[config.mk]
export PLATFORM = sky130hd
export DESIGN_NAME = imem_loader_flat
export DESIGN_NICKNAME = d
export VERILOG_FILES = /design/src/rtl/imem_loader_if.sv /design/src/rtl/imem_loader.sv /design/src/flat_wrapper.sv
export SDC_FILE = /design/constraint.sdc
export NUM_CORES = 1
export LEC_CHECK = 0
export BUFFER_PORTS_ARGS = -buffer_cell sky130_fd_sc_hd__buf_2
export CAP_MARGIN = 30
export CELL_PAD_IN_SITES_DETAIL_PLACEMENT = 1
export CELL_PAD_IN_SITES_GLOBAL_PLACEMENT = 2
export CORE_ASPECT_RATIO = 1.1
export CORE_MARGIN = 3
export CORE_UTILIZATION = 35
export DETAILED_ROUTE_END_ITERATION = 8
export PLACE_DENSITY_LB_ADDON = 0.1
export SLEW_MARGIN = 30
export SYNTH_ARGS = -nofsm -noshare
export SYNTH_HDL_FRONTEND = slang
export SYNTH_SLANG_ARGS = --single-unit
[constraint.sdc]
create_clock -name w_clk -period 5.8 [get_ports w_clk]
set_clock_uncertainty 0.2 [all_clocks]
set_input_delay 0.58 -clock w_clk [delete_from_list [all_inputs] [get_ports w_clk]]
set_output_delay 0.58 -clock w_clk [all_outputs]
set_load 0.005 [all_outputs]
[src/rtl/imem_loader_if.sv]
// Byte-stream input and instruction-memory write port of the program loader.
interface imem_loader_if #(
  parameter int unsigned ADDR_W = 11
);
  logic [7:0]        w_rx_data;
  logic              w_rx_valid;
  logic [ADDR_W-1:0] r_addr;
  logic              r_we;
  logic [31:0]       r_din;

  modport master (
    input  w_rx_data, w_rx_valid,
    output r_addr, r_we, r_din
  );

  modport slave (
    output w_rx_data, w_rx_valid,
    input  r_addr, r_we, r_din
  );
endinterface

[src/rtl/imem_loader.sv]
// Loads a SYNC/length/data/XOR-checksum framed byte stream into instruction memory
// and holds the CPU in reset until a complete image has been verified.
module imem_loader #(
  parameter int unsigned ADDR_W  = 11,
  parameter logic [7:0]  SYNC    = 8'hA5,
  parameter int unsigned TIMEOUT = 100000
) (
  input  logic          w_clk,
  input  logic          w_rst,
  imem_loader_if.master bus,
  output logic          r_cpu_rst,
  output logic          r_busy,
  output logic          r_done,
  output logic          r_err
);

  localparam int unsigned LW = ADDR_W + 1;
  localparam int unsigned TW = $clog2(TIMEOUT + 1);
  localparam logic [LW-1:0] MAXN = {1'b1, {ADDR_W{1'b0}}};
  localparam logic [TW-1:0] TMAX = TW'(TIMEOUT - 1);

  typedef enum logic [2:0] {HUNT, LEN1, LEN2, DATA, CSUM, ERR} state_t;

  state_t            state_q, state_d;
  logic [7:0]        len_hi_q, len_hi_d;
  logic [LW-1:0]     len_q, len_d;
  logic [ADDR_W-1:0] idx_q, idx_d;
  logic [7:0]        csum_q, csum_d;
  logic [23:0]       asm_q, asm_d;
  logic [1:0]        bcnt_q, bcnt_d;
  logic [TW-1:0]     tmo_q, tmo_d;
  logic [ADDR_W-1:0] addr_q, addr_d;
  logic              we_q, we_d;
  logic [31:0]       din_q, din_d;
  logic              cpu_rst_q, cpu_rst_d;
  logic              busy_q, busy_d;
  logic              done_q, done_d;
  logic              err_q, err_d;

  logic [LW-1:0] n_w;
  logic          fail;

  always_ff @(posedge w_clk or posedge w_rst) begin
    if (w_rst) begin
      state_q   <= HUNT;
      len_hi_q  <= '0;
      len_q     <= '0;
      idx_q     <= '0;
      csum_q    <= '0;
      asm_q     <= '0;
      bcnt_q    <= '0;
      tmo_q     <= '0;
      addr_q    <= '0;
      we_q      <= 1'b0;
      din_q     <= '0;
      cpu_rst_q <= 1'b1;
      busy_q    <= 1'b0;
      done_q    <= 1'b0;
      err_q     <= 1'b0;
    end else begin
      state_q   <= state_d;
      len_hi_q  <= len_hi_d;
      len_q     <= len_d;
      idx_q     <= idx_d;
      csum_q    <= csum_d;
      asm_q     <= asm_d;
      bcnt_q    <= bcnt_d;
      tmo_q     <= tmo_d;
      addr_q    <= addr_d;
      we_q      <= we_d;
      din_q     <= din_d;
      cpu_rst_q <= cpu_rst_d;
      busy_q    <= busy_d;
      done_q    <= done_d;
      err_q     <= err_d;
    end
  end

  always_comb begin
    state_d   = state_q;
    len_hi_d  = len_hi_q;
    len_d     = len_q;
    idx_d     = idx_q;
    csum_d    = csum_q;
    asm_d     = asm_q;
    bcnt_d    = bcnt_q;
    tmo_d     = '0;
    addr_d    = addr_q;
    we_d      = 1'b0;
    din_d     = din_q;
    cpu_rst_d = cpu_rst_q;
    busy_d    = busy_q;
    done_d    = done_q;
    err_d     = err_q;
    fail      = 1'b0;
    n_w       = LW'({len_hi_q, bus.w_rx_data});

    case (state_q)
      HUNT: begin
        if (bus.w_rx_valid && bus.w_rx_data == SYNC) begin
          cpu_rst_d = 1'b1;
          busy_d    = 1'b1;
          done_d    = 1'b0;
          err_d     = 1'b0;
          idx_d     = '0;
          csum_d    = '0;
          bcnt_d    = '0;
          state_d   = LEN1;
        end
      end
      ERR: state_d = HUNT;
      default: begin
        // Every in-frame state shares the inter-byte timeout; a byte always restarts it.
        if (!bus.w_rx_valid) begin
          if (tmo_q == TMAX) fail = 1'b1;
          else               tmo_d = tmo_q + 1'b1;
        end else begin
          case (state_q)
            LEN1: begin
              len_hi_d = bus.w_rx_data;
              state_d  = LEN2;
            end
            LEN2: begin
              len_d = n_w;
              if (n_w == '0 || n_w > MAXN) fail = 1'b1;
              else                         state_d = DATA;
            end
            DATA: begin
              asm_d  = {asm_q[15:0], bus.w_rx_data};
              csum_d = csum_q ^ bus.w_rx_data;
              bcnt_d = bcnt_q + 1'b1;
              if (bcnt_q == 2'd3) begin
                we_d   = 1'b1;
                addr_d = idx_q;
                din_d  = {asm_q, bus.w_rx_data};
                idx_d  = idx_q + 1'b1;
                if ({1'b0, idx_q} == len_q - 1'b1) state_d = CSUM;
              end
            end
            CSUM: begin
              if (bus.w_rx_data == csum_q) begin
                done_d    = 1'b1;
                busy_d    = 1'b0;
                cpu_rst_d = 1'b0;
                state_d   = HUNT;
              end else begin
                fail = 1'b1;
              end
            end
            default: state_d = HUNT;
          endcase
        end
      end
    endcase

    if (fail) begin
      state_d = ERR;
      err_d   = 1'b1;
      busy_d  = 1'b0;
    end
  end

  assign bus.r_addr = addr_q;
  assign bus.r_we   = we_q;
  assign bus.r_din  = din_q;
  assign r_cpu_rst  = cpu_rst_q;
  assign r_busy     = busy_q;
  assign r_done     = done_q;
  assign r_err      = err_q;

endmodule

[src/flat_wrapper.sv]
// flat-port wrapper written by rule: the top's interface ports become plain ports
module imem_loader_flat 
#(
  parameter int unsigned ADDR_W  = 11,
  parameter logic [7:0]  SYNC    = 8'hA5,
  parameter int unsigned TIMEOUT = 100000
)
  (w_clk, w_rst, r_cpu_rst, r_busy, r_done, r_err, bus_w_rx_data, bus_w_rx_valid, bus_r_addr, bus_r_we, bus_r_din);
  imem_loader_if #(.ADDR_W(ADDR_W)) bus_i ();
  input  logic w_clk;
  input  logic w_rst;
  output logic r_cpu_rst;
  output logic r_busy;
  output logic r_done;
  output logic r_err;
  input wire logic [$bits(bus_i.w_rx_data)-1:0] bus_w_rx_data;
  input wire logic [$bits(bus_i.w_rx_valid)-1:0] bus_w_rx_valid;
  output wire logic [$bits(bus_i.r_addr)-1:0] bus_r_addr;
  output wire logic [$bits(bus_i.r_we)-1:0] bus_r_we;
  output wire logic [$bits(bus_i.r_din)-1:0] bus_r_din;
  assign bus_i.w_rx_data = bus_w_rx_data;
  assign bus_i.w_rx_valid = bus_w_rx_valid;
  assign bus_r_addr = bus_i.r_addr;
  assign bus_r_we = bus_i.r_we;
  assign bus_r_din = bus_i.r_din;
  imem_loader #(.ADDR_W(ADDR_W), .SYNC(SYNC), .TIMEOUT(TIMEOUT)) u_core (.w_clk(w_clk), .w_rst(w_rst), .bus(bus_i), .r_cpu_rst(r_cpu_rst), .r_busy(r_busy), .r_done(r_done), .r_err(r_err));
endmodule
==> summary.md, run 1 <==
| Metric | Value |
|---|---|
| Ys async rst share | `100%` |
| Initial Utilization | `35.8%` |
| Largest net degree at the start of global routing | `68` |
| Synth top cells by count | `dfrtp_1 (128), nand2_1 (100), mux2_2 (56)` |
| Chip width | `129 microns` |
| Final setup violation count | `0` |
| Fill count | `1815` |
| Maxcap violations | `0` |
| Routed length per instance | `17.7 microns` |
| Clock sinks | `129` |
| Layout area overhead | `17.6%` |
| Worst Setup SP | `bus_w_rx_data[1]` |
| Post-DP Area | `6320 sq um` |
| Placer Congestion | `0.778` |
| # DRC | `0` |
| DR pass1 iterations | `4` |
| Ant diodes | `0` |
| Hold_buf cts | `0` |
| Seq cells post-synth | `129` |
| Synth top area cells | `dfrtp_1 (55%), mux2_2 (11%), nand2_1 (6.4%)` |
| Syn nets | `561` |
| Delay of the slowest critical-path stage | `0.73 ns` |
| R2r startpoint | `u_core.len_q[0]` |
| Post-synth EDFFs | `0` |
| Crit. End Element | `register` |
| Fin. Hold Viols | `0` |
| Total wire length | `14500 microns` |
| Final period util | `46.9%` |
| Clock slew at reported path FFs | `0.06 ns` |
| Top cell type by total area after synthesis | `dfrtp_1` |
| Yosys warns | `0` |
| First-pass GRT wire length | `23800 microns` |
| Int Power | `2280 uW` |
| Final Total Pwr | `3460 uW` |
| Initial DRC count | `174` |
| Sequential fraction of the synthesis area | `55.1%` |
| Unique masters post-synth | `54` |
| CTS root buf | `clkbuf_16` |
| Layout cell share with drive strength beyond 1 | `26.6%` |
| Post-CTS sizing | `0` |
| Post-CTS Setup Inserts | `0` |
| Max_slew headroom | `36.1%` |
| Top-Level Pins | `59` |
| Critical path endpoint | `u_core.csum_q[4]` |
| GRT Util Overall | `16.7%` |
| Crit path cell chain | `buf_2, nor4_1, nand4_1, a21oi_1, o21ai_0, nand2_1, o21ai_0` |
| Sw frac | `34.0%` |
| Status | `completed` |
| DR vias | `4249` |
| CTS tree | `built` |
| Clk pwr share | `29.2%` |
| Worst-margin pin slew | `0.945 ns` |
| Vias in the first global route | `4424` |
| I/O Buffers | `58` |
| Core box area | `16400 sq um` |
| Slew Limit Fails | `0` |
| Synth top area share | `54.6%` |
| Shortest period the worst path allows | `2.72 ns` |
| CP dominant cell by count | `o21ai_0` |
| FMAX | `368 MHz` |
| Synth Area per Inst | `10.7 sq um` |
| Die ar. | `18300 sq um` |
| Switching power | `1180 uW` |
| HPWL Detailed | `9840 microns` |
| Unrepaired setup endpoints after global routing | `false` |
| CTS buffer count | `17` |
| Comb pwr share | `27.3%` |
| Reg2reg path depth | `8` |
| Initial antenna violation count | `0` |
| Site row count | `49` |
| Grt ovf | `0` |
| Hold Crit Class | `in -> async` |
| Setup tns final | `0 ns` |
| CP startpoint kind | `input port` |
| Nets | `616` |
| VDD IR max | `0.000219 V` |
| Crit path DAT | `2.80 ns` |
| PD cells | `501 nW/um^2` |
| H-tree depth | `4` |
| Clk Latency, worst-skew pair | `0.41 ns` |
| Critical path class | `in -> reg` |
| Most frequent cell after synthesis | `dfrtp_1` |
| Final ANT Viol Nets | `0` |
| Routed vias/inst | `5.20` |
| Crit path max fanout | `11` |
| Sequential Power Share | `43.5%` |
| Leak Pwr | `0.00331 uW` |
| WP data required | `5.88 ns` |
| Synthesized area | `5860 sq um` |
| RR Endpoint | `u_core.state_q[0]` |
| Final instance area | `6900 sq um` |
| Critical-path top delay cell | `a21oi_1` |
| Max Buffers Root-to-Sink | `2` |
| R2R Setup Slk | `3.15 ns` |
| Post-Synthesis Cells | `546` |
| Die height | `142 microns` |
| Main flop type after synthesis | `dfrtp_1` |
worst min path at each step:
| stage | end | start | depth (start not counted) |
|---|---|---|---|
| floorplan | u_core.asm_q[16] | u_core.asm_q[16] | 2 |
| global placement | u_core.asm_q[23] | u_core.asm_q[23] | 2 |
| detailed placement | u_core.asm_q[18] | u_core.asm_q[18] | 2 |
| CTS | u_core.bus.r_din[29] | w_rst | 2 |
| global route | u_core.bus.r_din[22] | w_rst | 2 |
| finish | u_core.bus.r_din[22] | w_rst | 2 |
critical path, delay by kind of cell:
kind,cells,cell delay [ns]
AOI/OAI and AO/OA,3,1.01
buffers and inverters,1,0.14
and+or+nand+nor,3,1.06
cell usage in the layout (no fill, tap or decap), types with 3 or more instances in the layout:
cell type | Yosys | routed
inv_1 | 9 | 8
nand2_1 | 100 | 99
clkinv_4 | 0 | 4
nand2b_1 | 4 | 4
clkinv_2 | 0 | 4
buf_2 | 2 | 58
and3_1 | 9 | 9
nor2_1 | 42 | 42
o21ai_0 | 25 | 25
clkbuf_16 | 0 | 17
dfrtp_1 | 128 | 128
nand3b_1 | 4 | 4
nor3_1 | 11 | 11
xor2_1 | 23 | 23
nand4_1 | 15 | 15
ha_1 | 4 | 4
inv_6 | 0 | 3
a21oi_1 | 8 | 7
xnor2_1 | 21 | 21
mux2_2 | 56 | 56
nor4_1 | 4 | 4
nand3_1 | 18 | 18
buf_4 | 2 | 4
cells by family (layout without fill, tap and decap cells):
family	count (synthesis)	after routing	synth area share [%]
flip-flops	129	129	55.1
XOR/XNOR	44	44	6.57
AND/OR/NAND/NOR	225	225	18.3
multiplexers	57	57	10.9
adder cells (fa/ha/maj)	4	4	0.854
buffers and inverters	36	103	2.86
AO/OA/AOI/OAI	51	51	5.42
flip-flops by register name, indices dropped and copies added (netlist names), 2 cells and up:
signal,flops
u_core.bus.r_din,32
u_core.asm_q,24
u_core.tmo_q,17
u_core.len_q,12
u_core.bus.r_addr,11
u_core.idx_q,11
u_core.csum_q,8
u_core.len_hi_q,4
u_core.state_q,3
u_core.bcnt_q,2
stage by stage:
step / hold WS, ns / std cells / util [%] / setup slack [ns]
floorplan: 0.242 / 546 / - / 1.58
global placement: 0.255 / 786 / 38.6 / 2.64
detailed placement: 0.264 / 786 / 38.6 / 2.50
CTS: 0.0519 / 817 / 42.1 / 2.92
global route: 0.0922 / 817 / 42.1 / 2.77
finish: 0.0463 / 817 / 42.1 / 3.08
per-layer routing:
metal	up-vias	track usage, %	wire, microns
li1	1979	-	-
met1	2205	22.5	6870
met2	54	26.8	7000
met3	11	3.99	459
met4	0	5.20	136
met5	-	0	0
layout make-up:
| type | count | area (sq um) | area share (%) |
|---|---|---|---|
| Sequential cell | 129 | 3230 | 46.8 |
| Multi-Input combinational cell | 381 | 2480 | 35.9 |
| Clock buffer | 19 | 453 | 6.57 |
| Timing Repair Buffer | 63 | 332 | 4.81 |
| Tap cell | 204 | 255 | 3.70 |
| Clock inverter | 12 | 110 | 1.60 |
| Inverter | 9 | 38.8 | 0.563 |
power groups by stage:
stage	clock, uW	sequential (uW)	combinational, uW
6_report	1010	1500	945
4_1_cts	1040	1510	969
2_1_floorplan	0	1410	707
5_1_grt	1080	1560	1070
3_3_place_gp	0	1510	933
3_5_place_dp	0	1520	964
(Power assumes the default switching activity.)
==> run 2, diff against run 1 <==
- ABC_AREA: not set -> 1
- CORE_UTILIZATION: 35 -> 32
- clock period: 5.8 -> 2.5 ns (I/O delays scaled with it)
==> run 2 against run 1 <==
Net effect:
- global-route usage is 0.54 points higher
- sequential power up 130%
- die area up 14%
- cell count up 31%
- largest cell class unchanged
- largest power group unchanged
==> summary.md, run 2 <==
| Metric | Value |
|---|---|
| Status | `completed` |
| Top-Level Pins | `59` |
| DR vias | `5058` |
| Top cell type by total area after synthesis | `dfrtp_1` |
| Final period util | `87.3%` |
| Crit path max fanout | `6` |
| Final ANT Viol Nets | `0` |
| Synth Area per Inst | `8.30 sq um` |
| Site row count | `52` |
| Post-CTS Setup Inserts | `0` |
| Leak Pwr | `0.00358 uW` |
| CTS tree | `built` |
| Critical path class | `in -> reg` |
| Final instance area | `7390 sq um` |
| Pre-CTS setup slack | `0.295 ns` |
| Clk Latency, worst-skew pair | `0.42 ns` |
| Die ar. | `20800 sq um` |
| Post-Synthesis Cells | `738` |
| Clock slew at reported path FFs | `0.06 ns` |
| Adder-Cell Fraction of Synth Area | `0.817%` |
| Nets | `829` |
| FMAX | `458 MHz` |
| Delay of the slowest critical-path stage | `0.53 ns` |
| Clock sinks | `129` |
| Post-synth EDFFs | `0` |
| Met3 usage | `3.09%` |
| Ant diodes | `0` |
| Syn nets | `753` |
| Sequential fraction of the synthesis area | `52.7%` |
| Crit. End Element | `register` |
| Fin. Hold Viols | `0` |
| Slew Limit Fails | `0` |
| Layout cell share with drive strength beyond 1 | `16.5%` |
| CP top delay family | `simple AND/OR/NAND/NOR gates` |
| Compound-gate portion of the synthesized area | `10.6%` |
| Layout area overhead | `20.6%` |
| Most common cell after layout, fill and taps aside | `nand2_1` |
| Met1 GRT Util | `20.9%` |
| Hold_buf cts | `10` |
| GR peak layer | `met2` |
| CTS buffer count | `17` |
| HPWL Detailed | `12400 microns` |
| CP startpoint kind | `input port` |
| Core box area | `18600 sq um` |
| Most frequent cell after synthesis | `nand2_1` |
| Initial antenna violation count | `0` |
| Shortest period the worst path allows | `2.18 ns` |
| Final core utilization | `39.7%` |
| Final setup violation count | `0` |
| GRT Util Overall | `17.3%` |
| Most frequent cells in the layout | `nand2_1 (200), dfrtp_1 (128), inv_1 (95)` |
| Max_slew headroom | `62.3%` |
| Chip width | `138 microns` |
| Hold Crit Class | `in -> async` |
| Number of flip-flops under the largest register name | `32` |
| Setup ws final | `0.317 ns` |
| Initial Utilization | `32.9%` |
| Crit path DAT | `2.29 ns` |
| Total wire length | `16600 microns` |
| Seq cells post-synth | `129` |
| Routed length per instance | `15.6 microns` |
| Routed vias/inst | `4.73` |
| Ys async rst share | `100%` |
| Synth top area share | `52.3%` |
| Placer Congestion | `0.854` |
| Main flop type after synthesis | `dfrtp_1` |
| H-tree depth | `4` |
| Vias in the first global route | `5448` |
| Met2 usage | `30.2%` |
| Unrepaired setup endpoints after global routing | `false` |
| Post-DP Area | `6690 sq um` |
| Post-CTS sizing | `0` |
| I/O Buffers | `58` |
| Initial DRC count | `207` |
| First-pass GRT wire length | `27900 microns` |
| CP Buf/Inv Count | `4` |
| Synth top cells by count | `nand2_1 (200), dfrtp_1 (128), inv_1 (96)` |
| Unique masters post-synth | `37` |
| DR pass1 iterations | `4` |
| Crit path cell chain | `dlygate4sd3_1, buf_2, inv_1, nand4_1, nor2_1, nand2_1, nand2_1, nand2_1, nand3_1, nand3_1, nand2_1, nand2_1, nand2_1, inv_1` |
| Grt ovf | `0` |
| Synth top area cells | `dfrtp_1 (52%), nand2_1 (12%), inv_1 (5.9%)` |
| Largest net degree at the start of global routing | `102` |
| VDD IR max | `0.000512 V` |
| CTS root buf | `clkbuf_16` |
| Die height | `151 microns` |
| # DRC | `0` |
| Maxcap violations | `0` |
| CP dominant cell by count | `nand2_1` |
| Setup tns final | `0 ns` |
| Worst-margin pin slew | `0.566 ns` |
| Synthesized area | `6130 sq um` |
| Post-Synth XOR/XNOR Area | `2.86%` |
| Final Hold Slack | `0.0687 ns` |
| Max Buffers Root-to-Sink | `2` |
| WP data required | `2.61 ns` |
| Largest family of logic cells by synthesized area | `simple AND/OR/NAND/NOR gates` |
| Yosys warns | `0` |
| Critical-path top delay cell | `dlygate4sd3_1` |
| Mux cell area share after synthesis | `0.347%` |
| Synth Area in Simple Gates | `24.6%` |
| PD cells | `1200 nW/um^2` |
[run 2: changes by cell type after synthesis, moves of 8 or more]
| cell | change |
|---|---|
| and3_1 | -9 |
| o21ai_0 | +27 |
| nor3_1 | +11 |
| inv_2 | +8 |
| clkbuf_1 | -14 |
| nand2_1 | +100 |
| o21ai_1 | +45 |
| buf_2 | +9 |
| mux2_2 | -55 |
| inv_1 | +87 |
| xor2_1 | -10 |
| nand3_1 | +12 |
| xnor2_1 | -14 |
[run 2: cell type report]
class | instances | area (sq um)
Clock inverter | 10 | 124
Clock buffer | 21 | 470
Timing Repair Buffer | 76 | 463
Sequential cell | 129 | 3230
Inverter | 104 | 394
Fill cell | 2249 | 11200
Multi-Input combinational cell | 486 | 2400
Tap cell | 243 | 304
[run 2: cell families (layout without fill, tap and decap cells)]
family,Yosys count,in the layout
simple gates,341,341
xor+xnor,20,20
mux,2,2
compound gates,119,119
fa+ha+maj,4,4
buf+inv,123,211
flops,129,129
[run 2: worst paths after layout]
kind	startpoint	endpoint	cells after the start	slack (ns)
max	bus_w_rx_data[7]	u_core.state_q[1]	14	0.32
min in group w_clk	u_core.tmo_q[0]	u_core.tmo_q[0]	1	0.26
max in group asynchronous	w_rst	u_core.r_cpu_rst	4	1.26
min reg2reg	u_core.tmo_q[0]	u_core.tmo_q[0]	1	0.26
max reg2reg	u_core.len_q[0]	u_core.state_q[0]	13	0.33
min	w_rst	u_core.bus.r_addr[6]	3	0.07
[run 2: routing by layer]
| metal | vias to the layer above | wire length, microns |
|---|---|---|
| li1 | 2511 | - |
| met1 | 2457 | 7150 |
| met2 | 67 | 8570 |
| met3 | 23 | 480 |
| met4 | 0 | 428 |
| met5 | - | 0 |
[run 2: tightest hold or removal path, delay by kind of cell]
kind / cells / cell delay [ns]
buffers and inverters: 3 / 0.78
[run 2: report_power, final]
part | switching [uW] | leakage (uW) | internal [uW]
clock | 951 | 0.000287 | 1550
sequential | 588 | 0.00168 | 2850
combinational | 1850 | 0.00162 | 1060
[run 2: metrics by stage]
stage                     cells  total power [uW]
after global placement     1028              6320
after CTS                  1069              9020
after global routing       1069              9630
final                      1069              8850
after floorplan             738              5350
after detailed placement   1028              6450
==> run 3, diff against run 2 <==
- clock period: 2.5 -> 1.85 ns (I/O delays scaled with it)
==> run 3 against run 2 <==
Net effect:
- the flow now finishes with violations (negative setup slack)
- setup slack worse by 0.40 ns
- cell count up 8.1%
- utilization up 5.3 points
- first-iteration DRC count down 13%
- final area up 13%
- wire length up 8.8%
- clock-buffer cell count down 4
- die area unchanged
- power up 51%
- highest routed layer unchanged
==> summary.md, run 3 (synthesis gave the netlist of run 2 again) <==
| Metric | Value |
|---|---|
| PD cells | `1590 nW/um^2` |
| Final ANT Viol Nets | `0` |
| Largest net degree at the start of global routing | `74` |
| Final setup violation count | `4` |
| Layout area overhead | `36.8%` |
| Fin. Hold Viols | `0` |
| I/O Buffers | `58` |
| Setup ws final | `-0.0873 ns` |
| Slew Limit Fails | `0` |
| Max Buffers Root-to-Sink | `2` |
| Chip width | `138 microns` |
| First-pass GRT wire length | `29300 microns` |
| Core box area | `18600 sq um` |
| H-tree depth | `4` |
| Clock slew at reported path FFs | `0.06 ns` |
| Clock sinks | `129` |
| Shortest period the worst path allows | `1.94 ns` |
| Initial DRC count | `180` |
| Final period util | `105%` |
| Routed vias/inst | `4.72` |
| Cells after DPL | `1093` |
| Most common cell after layout, fill and taps aside | `nand2_1` |
| Number of flip-flops under the largest register name | `32` |
| Clk Latency, worst-skew pair | `0.42 ns` |
| CTS root buf | `clkbuf_16` |
| DR vias | `5451` |
| Die height | `151 microns` |
| Total wire length | `18100 microns` |
| Most frequent cells in the layout | `nand2_1 (188), dfrtp_1 (124), inv_1 (91)` |
| Vias in the first global route | `5744` |
| Non-filler cells, final | `1156` |
| Initial Utilization | `32.9%` |
| Die ar. | `20800 sq um` |
| Maxcap violations | `0` |
| CP startpoint kind | `register` |
| FMAX | `516 MHz` |
| Placer Congestion | `0.806` |
| Routed length per instance | `15.7 microns` |
| Leak Pwr | `0.00411 uW` |
| DR pass1 iterations | `4` |
| # DRC | `0` |
| Final Hold Slack | `0.0284 ns` |
| Critical path class | `reg -> reg` |
| Top-Level Pins | `59` |
| GRT Util Overall | `18.1%` |
| Crit. End Element | `register` |
| Crit path max fanout | `5` |
| Unrepaired setup endpoints after global routing | `true` |
| Max_slew headroom | `73.3%` |
| Grt ovf | `0` |
| Hold Crit Class | `in -> reg` |
| CTS buffer count | `17` |
| VDD IR max | `0.000708 V` |
| Nets | `915` |
| HPWL Detailed | `13100 microns` |
| Site row count | `52` |
| Pre-CTS setup slack | `-0.146 ns` |
| WP data required | `1.95 ns` |
| Crit path DAT | `2.04 ns` |
| Worst-margin pin slew | `0.401 ns` |
| Initial antenna violation count | `0` |
| Status | `finished with violations` |
| Ant diodes | `0` |
| CTS tree | `built` |
| Failing checks | `negative setup slack` |
| Layout cell share with drive strength beyond 1 | `30.3%` |
==> run 3: final timing paths <==
kind	startpoint	end	slack [ns]	cells past startpoint
setup / recovery	u_core.len_q[1]	u_core.state_q[0]	-0.09	15
hold / removal	bus_w_rx_data[2]	u_core.bus.r_din[2]	0.03	4
setup reg to reg	u_core.len_q[1]	u_core.state_q[0]	-0.09	15
hold reg to reg	u_core.tmo_q[0]	u_core.tmo_q[0]	0.26	1
max in group asynchronous	w_rst	u_core.tmo_q[5]	0.86	4
min in group asynchronous	w_rst	u_core.bus.r_addr[5]	0.22	4
==> run 3: power breakdown <==
group	switching (uW)	leakage, uW	internal [uW]
sequential	764	0.00167	3850
clock	1460	0.000295	2050
combinational	2920	0.00215	2280
total	5150	0.00411	8180
==> run 3: through the flow <==
step	utilization, %	cell area, sq um	total power [uW]	setup TNS (ns)
global route	45.0	8380	14400	-2.84
finish	45.0	8380	13300	-0.232
floorplan	-	6150	7260	-16.57
global placement	38.9	7250	9240	-0.186
detailed placement	38.9	7250	9430	-0.431
CTS	43.4	8080	13200	-0.540
==> run 3: layout make-up <==
type	instances	area, sq um
clock inverters	15	184
clock buffers	17	425
repair buffers	162	1170
fillers	2272	10200
flip-flops and latches	129	3230
well taps	243	304
inverters	104	399
multi-input cells	486	2660
==> run 3: routing by layer <==
metal | wire (microns) | vias up | GRT usage (%) | part of all wire (%)
met2 | 9750 | 53 | 32.5 | 54
met1 | 7730 | 2688 | 22.2 | 43
met4 | 185 | 0 | 5.09 | 1.0
met3 | 422 | 14 | 3.12 | 2.3
met5 | 0 | - | 0 | 0
li1 | - | 2696 | - | -
==> run 3: worst max-delay path: stages (launching register included) <==
cell,delay [ns]
dfrtp_1,0.41
inv_2,0.08
ha_4,0.18
nand2_4,0.07
nor2_4,0.11
nand2_1,0.07
nand2_2,0.07
nand2_1,0.06
inv_1,0.05
nand2_1,0.05
nor2_1,0.09
nand2_1,0.08
nand2_2,0.09
nand3_2,0.08
nand2_2,0.07
nand3_2,0.05
==> run 3: what timing repair did <==
| item | CTS | global route |
|---|---|---|
| pin swaps | 13 | 25 |
| endpoints found under the hold margin | 144 | 2 |
| setup endpoints to repair | 13 | 69 |
| setup buffers | 5 | 16 |
| resized for setup | 17 | 55 |
| hold buffers | 12 | 1 |
| gates cloned | 0 | 0 |
